$ cat config.mk
export PLATFORM = sky130hd
export DESIGN_NAME = fetch_stage_flat
export DESIGN_NICKNAME = d
export VERILOG_FILES = /design/src/rtl/fetch_stage_pkg.sv /design/src/rtl/fetch_stage_if.sv /design/src/rtl/fetch_stage_npc.sv /design/src/rtl/fetch_stage.sv /design/src/flat_wrapper.sv
export SDC_FILE = /design/constraint.sdc
export NUM_CORES = 1
export LEC_CHECK = 0
export CORE_MARGIN = 2
export CORE_UTILIZATION = 47
export CTS_BUF_LIST = sky130_fd_sc_hd__clkbuf_8
export CTS_CLUSTER_DIAMETER = 200
export DETAILED_ROUTE_END_ITERATION = 10
export MAX_ROUTING_LAYER = met4
export PLACE_DENSITY = 0.88
export SYNTH_ARGS = -nofsm -noshare
export SYNTH_HDL_FRONTEND = slang
export SYNTH_SLANG_ARGS = --single-unit
$ cat constraint.sdc
create_clock -name clk -period 5 [get_ports clk]
set_input_delay 1 -clock clk [delete_from_list [all_inputs] [get_ports clk]]
set_output_delay 1 -clock clk [all_outputs]
set_load 0.01 [all_outputs]
$ cat src/rtl/fetch_stage_pkg.sv
// Shared types and constants for the P8 fetch stage: F/D info bundle layout,
// exception codes and the default reset/handler/fetch-window addresses.
package fetch_stage_pkg;

  localparam int unsigned XLEN  = 32;
  localparam int unsigned EXC_W = 5;

  localparam logic [XLEN-1:0] RESET_PC_DEF   = 32'h0000_3000;
  localparam logic [XLEN-1:0] HANDLER_PC_DEF = 32'h0000_4180;
  localparam logic [XLEN-1:0] IM_BASE_DEF    = 32'h0000_3000;
  localparam logic [XLEN-1:0] IM_LIMIT_DEF   = 32'h0000_6FFC;

  localparam logic [EXC_W-1:0] EXC_NONE = 5'd0;
  localparam logic [EXC_W-1:0] EXC_ADEL = 5'd4;

  typedef struct packed {
    logic [XLEN-1:0]  pc;
    logic [XLEN-1:0]  instr;
    logic [EXC_W-1:0] exccode;
    logic             bd;
    logic             valid;
  } info_t;

  localparam int unsigned INFO_W = $bits(info_t);

  // Misaligned or outside the instruction window.
  function automatic logic addr_fault(input logic [XLEN-1:0] addr,
                                      input logic [XLEN-1:0] base,
                                      input logic [XLEN-1:0] limit);
    return (addr[1:0] != 2'b00) || (addr < base) || (addr > limit);
  endfunction

endpackage

$ cat src/rtl/fetch_stage_if.sv
// Control and bus signals between the fetch stage and the rest of the core.
interface fetch_stage_if;
  import fetch_stage_pkg::*;

  logic            stall;
  logic            br_taken;
  logic [XLEN-1:0] br_target;
  logic            d_is_cti;
  logic            exc_req;
  logic            eret_req;
  logic [XLEN-1:0] epc;
  logic [XLEN-1:0] im_addr;
  logic [XLEN-1:0] im_rdata;
  info_t           info;

  modport master (
    input  stall, br_taken, br_target, d_is_cti, exc_req, eret_req, epc, im_rdata,
    output im_addr, info
  );

  modport slave (
    output stall, br_taken, br_target, d_is_cti, exc_req, eret_req, epc, im_rdata,
    input  im_addr, info
  );

endinterface

$ cat src/rtl/fetch_stage_npc.sv
// Next-PC priority mux: exception > eret > stall hold > taken branch > sequential.
module fetch_npc
  import fetch_stage_pkg::*;
#(
  parameter logic [XLEN-1:0] HANDLER_PC = HANDLER_PC_DEF
) (
  input  logic [XLEN-1:0] pc_q,
  input  logic            stall,
  input  logic            br_taken,
  input  logic [XLEN-1:0] br_target,
  input  logic            exc_req,
  input  logic            eret_req,
  input  logic [XLEN-1:0] epc,
  output logic [XLEN-1:0] npc_c
);

  always_comb begin
    npc_c = pc_q + XLEN'(4);
    if (exc_req)       npc_c = HANDLER_PC;
    else if (eret_req) npc_c = epc;
    else if (stall)    npc_c = pc_q;
    else if (br_taken) npc_c = br_target;
  end

endmodule

$ cat src/rtl/fetch_stage.sv
// F stage and F/D pipeline register: PC, BRAM addressing, fetch address check
// and delay-slot tagging of the bundle handed to the D stage.
module fetch_stage
  import fetch_stage_pkg::*;
#(
  parameter logic [XLEN-1:0] RESET_PC   = RESET_PC_DEF,
  parameter logic [XLEN-1:0] HANDLER_PC = HANDLER_PC_DEF,
  parameter logic [XLEN-1:0] IM_BASE    = IM_BASE_DEF,
  parameter logic [XLEN-1:0] IM_LIMIT   = IM_LIMIT_DEF
) (
  input logic           clk,
  input logic           reset,
  fetch_stage_if.master bus
);

  logic [XLEN-1:0] pc_q;
  logic [XLEN-1:0] npc;
  logic            flush;
  logic            fault;
  info_t           info_d;

  fetch_npc #(.HANDLER_PC(HANDLER_PC)) u_npc (
    .pc_q      (pc_q),
    .stall     (bus.stall),
    .br_taken  (bus.br_taken),
    .br_target (bus.br_target),
    .exc_req   (bus.exc_req),
    .eret_req  (bus.eret_req),
    .epc       (bus.epc),
    .npc_c     (npc)
  );

  assign flush = bus.exc_req | bus.eret_req;
  assign fault = addr_fault(pc_q, IM_BASE, IM_LIMIT);

  // BRAM is read with the next PC so its data lines up with pc_q one edge later.
  assign bus.im_addr = reset ? RESET_PC : npc;

  // Next F/D contents: bubble on flush, hold on stall, else fetched word or AdEL nop.
  always_comb begin
    info_d = bus.info;
    if (flush) begin
      info_d    = '0;
      info_d.pc = pc_q;
    end else if (!bus.stall) begin
      info_d.pc      = pc_q;
      info_d.instr   = fault ? '0 : bus.im_rdata;
      info_d.exccode = fault ? EXC_ADEL : EXC_NONE;
      info_d.bd      = bus.d_is_cti;
      info_d.valid   = 1'b1;
    end
  end

  always_ff @(posedge clk) begin
    if (reset) begin
      pc_q     <= RESET_PC;
      bus.info <= '0;
    end else begin
      pc_q     <= npc;
      bus.info <= info_d;
    end
  end

endmodule

$ cat src/flat_wrapper.sv
// flat-port wrapper written by rule: the top's interface ports become plain ports
module fetch_stage_flat import fetch_stage_pkg::*;
#(
  parameter logic [XLEN-1:0] RESET_PC   = RESET_PC_DEF,
  parameter logic [XLEN-1:0] HANDLER_PC = HANDLER_PC_DEF,
  parameter logic [XLEN-1:0] IM_BASE    = IM_BASE_DEF,
  parameter logic [XLEN-1:0] IM_LIMIT   = IM_LIMIT_DEF
)
  (clk, reset, bus_stall, bus_br_taken, bus_br_target, bus_d_is_cti, bus_exc_req, bus_eret_req, bus_epc, bus_im_rdata, bus_im_addr, bus_info);
  fetch_stage_if bus_i ();
  input logic clk;
  input logic reset;
  input wire logic [$bits(bus_i.stall)-1:0] bus_stall;
  input wire logic [$bits(bus_i.br_taken)-1:0] bus_br_taken;
  input wire logic [$bits(bus_i.br_target)-1:0] bus_br_target;
  input wire logic [$bits(bus_i.d_is_cti)-1:0] bus_d_is_cti;
  input wire logic [$bits(bus_i.exc_req)-1:0] bus_exc_req;
  input wire logic [$bits(bus_i.eret_req)-1:0] bus_eret_req;
  input wire logic [$bits(bus_i.epc)-1:0] bus_epc;
  input wire logic [$bits(bus_i.im_rdata)-1:0] bus_im_rdata;
  output wire logic [$bits(bus_i.im_addr)-1:0] bus_im_addr;
  output wire logic [$bits(bus_i.info)-1:0] bus_info;
  assign bus_i.stall = bus_stall;
  assign bus_i.br_taken = bus_br_taken;
  assign bus_i.br_target = bus_br_target;
  assign bus_i.d_is_cti = bus_d_is_cti;
  assign bus_i.exc_req = bus_exc_req;
  assign bus_i.eret_req = bus_eret_req;
  assign bus_i.epc = bus_epc;
  assign bus_i.im_rdata = bus_im_rdata;
  assign bus_im_addr = bus_i.im_addr;
  assign bus_info = bus_i.info;
  fetch_stage #(.RESET_PC(RESET_PC), .HANDLER_PC(HANDLER_PC), .IM_BASE(IM_BASE), .IM_LIMIT(IM_LIMIT)) u_core (.clk(clk), .reset(reset), .bus(bus_i));
endmodule
==> results of run 1 <==
-- final cells by class --
| class | instances | area [µm²] | area share [%] |
|---|---|---|---|
| inverters | 15 | 56.3 | 0.816 |
| clock buffers | 10 | 138 | 1.99 |
| repair buffers | 211 | 2080 | 30.2 |
| flip-flops and latches | 99 | 1980 | 28.7 |
| clock inverters | 6 | 71.3 | 1.03 |
| well taps | 133 | 166 | 2.41 |
| multi-input cells | 412 | 2410 | 34.9 |
-- kinds of logic after synthesis --
logic type               share of synthesized area [%]
other                                           0.0804
flip-flops                                        42.5
buffers and inverters                             6.27
adder cells (fa/ha/maj)                          0.268
AO/OA/AOI/OAI                                     24.7
XOR/XNOR                                         0.188
AND/OR/NAND/NOR                                   22.9
multiplexers                                      3.08
-- cells in the final DEF (no fill, tap or decap), types with 7 or more instances in the layout --
master,n
clkdlybuf4s50_1,200
dfxtp_1,99
nand2_1,79
nor2_1,67
a21oi_1,53
a22oi_1,33
o21ai_0,23
inv_1,14
nand3_1,13
o22ai_1,12
mux2i_1,11
clkbuf_8,10
buf_4,10
and3_1,9
nor3_1,9
a311oi_1,8
nor4_1,8
o211ai_1,7
-- metal layers --
layer	up-vias	GRT usage, %	wire length, µm
met4	0	11.8	381
met3	33	7.30	1280
met1	2382	32.1	6240
met2	262	50.0	7670
li1	2401	-	-
met5	-	-	0
-- critical path: stages --
cell and delay [ns]:
clkdlybuf4s50_1 0.51, buf_4 0.26, inv_2 0.08, buf_4 0.31
o22ai_1 0.14, nor2_1 0.09, o21ai_0 0.12, a211oi_1 0.39
clkdlybuf4s50_1 0.62
-- stage by stage --
stage / instances / setup WS (ns) / total power [µW] / utilization, % / cell area, µm²
global route: 886 / 0.352 / 1750 / 71.3 / 6900
detailed placement: 870 / 0.528 / 1150 / 69.1 / 6700
CTS: 886 / 0.514 / 1690 / 71.3 / 6900
finish: 886 / 0.462 / 1680 / 71.3 / 6900
floorplan: 579 / 1.64 / 988 / - / 4680
global placement: 870 / 0.616 / 1150 / 69.1 / 6700
-- report_power, final --
| part | internal [µW] | leakage [µW] | total (µW) | switching (µW) |
|---|---|---|---|---|
| Combinational | 161 | 0.00151 | 295 | 134 |
| Sequential | 813 | 0.000806 | 845 | 31.6 |
| Clock | 249 | 0.0000995 | 544 | 294 |
| Total | 1220 | 0.00242 | 1680 | 460 |
-- worst min-delay path by stage --
stage / startpoint / to / slack [ns]
after global placement: u_core.bus.info[0]$_SDFFE_PP0N_ / u_core.bus.info[0]$_SDFFE_PP0N_ / 0.44
after floorplan: u_core.pc_q[1]$_DFF_P_ / u_core.bus.info[40]$_SDFFE_PP0P_ / 0.45
after detailed placement: u_core.bus.info[52]$_SDFFE_PP0P_ / u_core.bus.info[52]$_SDFFE_PP0P_ / 0.44
final: u_core.bus.info[68]$_SDFFE_PP0P_ / u_core.bus.info[68]$_SDFFE_PP0P_ / 0.45
after CTS: u_core.bus.info[68]$_SDFFE_PP0P_ / u_core.bus.info[68]$_SDFFE_PP0P_ / 0.46
after global routing: u_core.bus.info[68]$_SDFFE_PP0P_ / u_core.bus.info[68]$_SDFFE_PP0P_ / 0.47
-- sequential cells by signal (all words and copies together) (netlist names) --
signal,cells
u_core.bus.info,67
u_core.pc_q,32
==> impl_metrics.toml, run 1 <==
[placement]
gp_congestion = 0.857
numPortBuffers = 201
dp_hpwl_um = 11300

[floorplanning]
initial_core_util_pct = 48.2
die_y_um = 104
core_area_um2 = 9680
die_area_um2 = 10700
dieWidth_um = 104
core.rowCount = 36
io_pins = 206

[cts]
insertion_delay_ns = 0.37
clock_sinks = 99
cts_tree = "yes"
post_cts_buffers = 0
cts-htree-levels = 3
cts_hold_buf = 0
cts_resized = 0
cts_buffers = 9
ctsLongestPathBuffers = 2
cts.reportedPaths.clkPinSlew_ns = 0.10
clockRootBuffer = "clkbuf_8"

[finish]
diodes = 0
drive_gt1_share_pct = 6.77
area_growth_pct = 47.9
nFillCells = 771
nNetsFinal = 852

[critical_path]
crit_path_end_kind = "output port"
cp-endpoint = "bus_im_addr[31]"
cp_max_fo = 27
path_class = "in2out"
crit_required_ns = 4.00
r2r-end = "u_core.pc_q[31]$_DFF_P_"
critical_path_arrival_ns = 3.54
r2r_start = "u_core.pc_q[19]$_DFF_P_"
ff2ff_path_depth = 5
r2r_setup_slack_ns = 2.58
cp-start-kind = "primary input"
critPathLaunch = "bus_eret_req"

[timing]
slew_viol_final = 0
tns_ns = 0
worst_pin_slew_ns = 1.32
finalCritPeriodShare_pct = 90.8
finalHoldViolCount = 0
fmax_mhz = 220
fin_crit_ns = 4.54
fin_hold_ws_ns = 0.454
max_slew_margin_pct = 11.7
skew_ns = 0.00811
setup_viol = 0
rsz0062_at_grt = "false"

[synthesis]
synthFlopType = "dfxtp_1"
syn_inst = 576
synth_seq_cells = 99
syn_area_um2 = 4670
yosys.cell_types.count = 61
yosysMostFrequentCell = "dfxtp_1"
synth_top_cells_by_count = "99 x dfxtp_1, 79 x nand2_1, 67 x nor2_1"
synth_top_area_share_pct = 42.5
yosysTopAreaCell = "dfxtp_1"
async_flop_share_pct = 0
avgSynthCellArea_um2 = 8.10
synth-edff-count = 0
ys_seq_area_share_pct = 42.5
synth_area_leaders = "dfxtp_1 42%, nand2_1 6.4%, a21oi_1 5.7%, nor2_1 5.4%, a22oi_1 5.3%"
yosysWarnings = 0

[route]
viasPerCell = 5.73
wire_per_inst_um = 17.6
drc = 0
antenna_left = 0
drtIter0Drc = 268
firstDrtPassIters = 6
routed_wl_um = 15600
vias = 5078

[grt]
grt_pass1_wl_um = 24500
gr-total-overflow = 0
antenna_found_initial = 0
grt_max_degree = 49
first_global_vias = 5007
track_usage_pct = 29.0

[min_path]
hold_depth = 2
hp-class = "reg2reg"

[power_and_ir_drop]
vdd_drop_max_mv = 0.180
cellLeakagePower_uw = 0.00242
p_per_area_nw_per_um2 = 244

[flow_run]
maxCapViolCount = 0

[run_status]
outcome = "complete, no violations"
(Power assumes the default switching activity.)
==> inputs of run 2 (changes only) <==
--- a/config.mk
+++ b/config.mk
@@ -6,12 +6,13 @@
 export NUM_CORES = 1
 export LEC_CHECK = 0
 export CORE_MARGIN = 2
-export CORE_UTILIZATION = 47
+export CORE_UTILIZATION = 44
 export CTS_BUF_LIST = sky130_fd_sc_hd__clkbuf_8
 export CTS_CLUSTER_DIAMETER = 200
 export DETAILED_ROUTE_END_ITERATION = 10
+export HOLD_SLACK_MARGIN = 0.08
 export MAX_ROUTING_LAYER = met4
-export PLACE_DENSITY = 0.88
+export PLACE_DENSITY = 0.84
 export SYNTH_ARGS = -nofsm -noshare
 export SYNTH_HDL_FRONTEND = slang
 export SYNTH_SLANG_ARGS = --single-unit
==> constraint.sdc (replaced) <==
create_clock -name clk -period 5.1 [get_ports clk]
set_input_delay 1.02 -clock clk [delete_from_list [all_inputs] [get_ports clk]]
set_output_delay 1.02 -clock clk [all_outputs]
set_load 0.01 [all_outputs]
==> run 2 against run 1 <==
  * Die area is 6.5% higher
  * Register-to-register slack better by 0.20 ns
  * Clock power is 3% higher
  * Final cell count is 0.34% higher
  * First-iteration DRC count is 13% higher
  * Clock skew is 0.011 ns higher
  * Sequential cell count stayed put
  * Non-clock buffer count stayed put
  * Sequential share of layout area is 0.10 points lower
  * Count of clock-buffer cells in the layout is 1 lower
  * Critical endpoint is now bus_im_addr[29]
==> impl_metrics.toml, run 2 (synthesized netlist as in run 1, its figures left out) <==
[run_status]
outcome = "complete, no violations"

[cts]
clockRootBuffer = "clkbuf_8"
insertion_delay_ns = 0.37
ctsLongestPathBuffers = 2
cts_tree = "yes"
cts.reportedPaths.clkPinSlew_ns = 0.10
clock_sinks = 99
cts_hold_buf = 0
cts_resized = 0
cts_buffers = 9
cts-htree-levels = 3
post_cts_buffers = 0

[critical_path]
critPathBufInv = 4
critPathTopFamily = "buffers and inverters"
path_class = "in2out"
max_stage_delay_ns = 0.68
critical_path_arrival_ns = 3.58
crit_required_ns = 4.08
crit_path_end_kind = "output port"
path_cells = "clkdlybuf4s50_1, inv_2, buf_4, o22ai_1, nor2_1, o21ai_0, a311oi_1, clkdlybuf4s50_1"
cp_max_fo = 22
slowest_stage = "clkdlybuf4s50_1"
cp-start-kind = "primary input"
crit_top_cell = "clkdlybuf4s50_1"

[timing]
setup_viol = 0
finalCritPeriodShare_pct = 90.2
skew_ns = 0.0188
finalHoldViolCount = 0
rsz0062_at_grt = "false"
max_slew_margin_pct = 17.0
fin_crit_ns = 4.60
slew_viol_final = 0
worst_pin_slew_ns = 1.24
tns_ns = 0
fmax_mhz = 217

[power_and_ir_drop]
p_switching_uw = 477
power.total_uw = 1680
intPower_uw = 1200
clkPwrFrac_pct = 33.3
p_per_area_nw_per_um2 = 242
p_seq_share_pct = 49.5
combPwrFrac_pct = 17.2
cellLeakagePower_uw = 0.00243
vdd_drop_max_mv = 0.227
p_sw_share_pct = 28.4

[route]
wire_per_inst_um = 17.7
viasPerCell = 5.71
vias = 5073
firstDrtPassIters = 5
drtIter0Drc = 302
routed_wl_um = 15700
drc = 0
antenna_left = 0

[floorplanning]
die_y_um = 107
initial_core_util_pct = 45.2
core_area_um2 = 10300
core.rowCount = 37
dieWidth_um = 107
io_pins = 206
die_area_um2 = 11400

[min_path]
hp-class = "reg2reg"

[grt]
antenna_found_initial = 0
gr-total-overflow = 0
first_global_vias = 4952
grt_pass1_wl_um = 25000
track_usage_pct = 28.2
grt_max_degree = 47

[finish]
diodes = 0
largest-register = "u_core.bus.info"
layout_common_cells = "200 x clkdlybuf4s50_1, 99 x dfxtp_1, 79 x nand2_1"
top_regs = "u_core.bus.info (67), u_core.pc_q (32)"
area_growth_pct = 48.5
largest_register_ffs = 67
layout_commonest_cell = "clkdlybuf4s50_1"
nNetsFinal = 852
drive_gt1_share_pct = 6.77

[placement]
numPortBuffers = 201
dp_hpwl_um = 11600
gp_congestion = 0.906

[flow_run]
maxCapViolCount = 0
run 2: changes by cell type in the layout (fill, tap and decap cells not counted):
| cell | previous run | this run |
|---|---|---|
| clkinv_4 | 1 | 0 |
| inv_6 | 2 | 1 |
| clkbuf_8 | 10 | 9 |
| inv_8 | 0 | 1 |
| clkinvlp_4 | 2 | 1 |
| clkinv_8 | 0 | 3 |
run 2: worst paths after layout:
kind / cells past startpoint / startpoint / slack [ns] / to
setup / recovery: 8 / bus_eret_req / 0.50 / bus_im_addr[29]
hold reg to reg: 2 / u_core.bus.info[59]$_SDFFE_PP0P_ / 0.46 / u_core.bus.info[59]$_SDFFE_PP0P_
hold / removal: 2 / u_core.bus.info[59]$_SDFFE_PP0P_ / 0.46 / u_core.bus.info[59]$_SDFFE_PP0P_
setup reg to reg: 5 / u_core.pc_q[10]$_DFF_P_ / 2.78 / u_core.pc_q[29]$_DFF_P_
run 2: layout make-up:
type | instances | area (µm²)
Clock buffer | 9 | 124
Clock inverter | 7 | 106
Fill cell | 835 | 3390
Inverter | 15 | 56.3
Multi-Input combinational cell | 412 | 2410
Sequential cell | 99 | 1980
Tap cell | 136 | 170
Timing Repair Buffer | 211 | 2080
run 2: per-layer routing:
metal  up-vias  part of all wire [%]  track usage [%]
met5         -                     0                -
met4         0                   1.9             9.18
li1       2412                     -                -
met1      2377                    40             33.8
met3        26                   8.6             7.17
met2       258                    49             46.6
run 2: stage by stage:
| stage | cells | area, µm² | hold WS (ns) | setup slack [ns] | util, % |
|---|---|---|---|---|---|
| finish | 889 | 6930 | 0.457 | 0.501 | 67.1 |
| CTS | 889 | 6930 | 0.457 | 0.547 | 67.1 |
| global placement | 873 | 6700 | 0.438 | 0.651 | 64.9 |
| detailed placement | 873 | 6700 | 0.442 | 0.561 | 64.9 |
| floorplan | 579 | 4680 | 0.448 | 1.70 | - |
| global route | 889 | 6930 | 0.481 | 0.336 | 67.1 |
run 2: worst register-to-register path, stage by stage (launching register included):
cell	delay [ns]
dfxtp_1	0.48
nand3_2	0.19
or2_2	0.38
nor3_2	0.58
a311oi_1	0.19
a311oi_1	0.39
run 2: power groups by stage:
stage	registers [µW]	clock network, µW	logic (µW)
global route	833	599	311
floorplan	838	0	130
detailed placement	846	0	286
global placement	845	0	282
CTS	828	569	288
finish	829	559	288
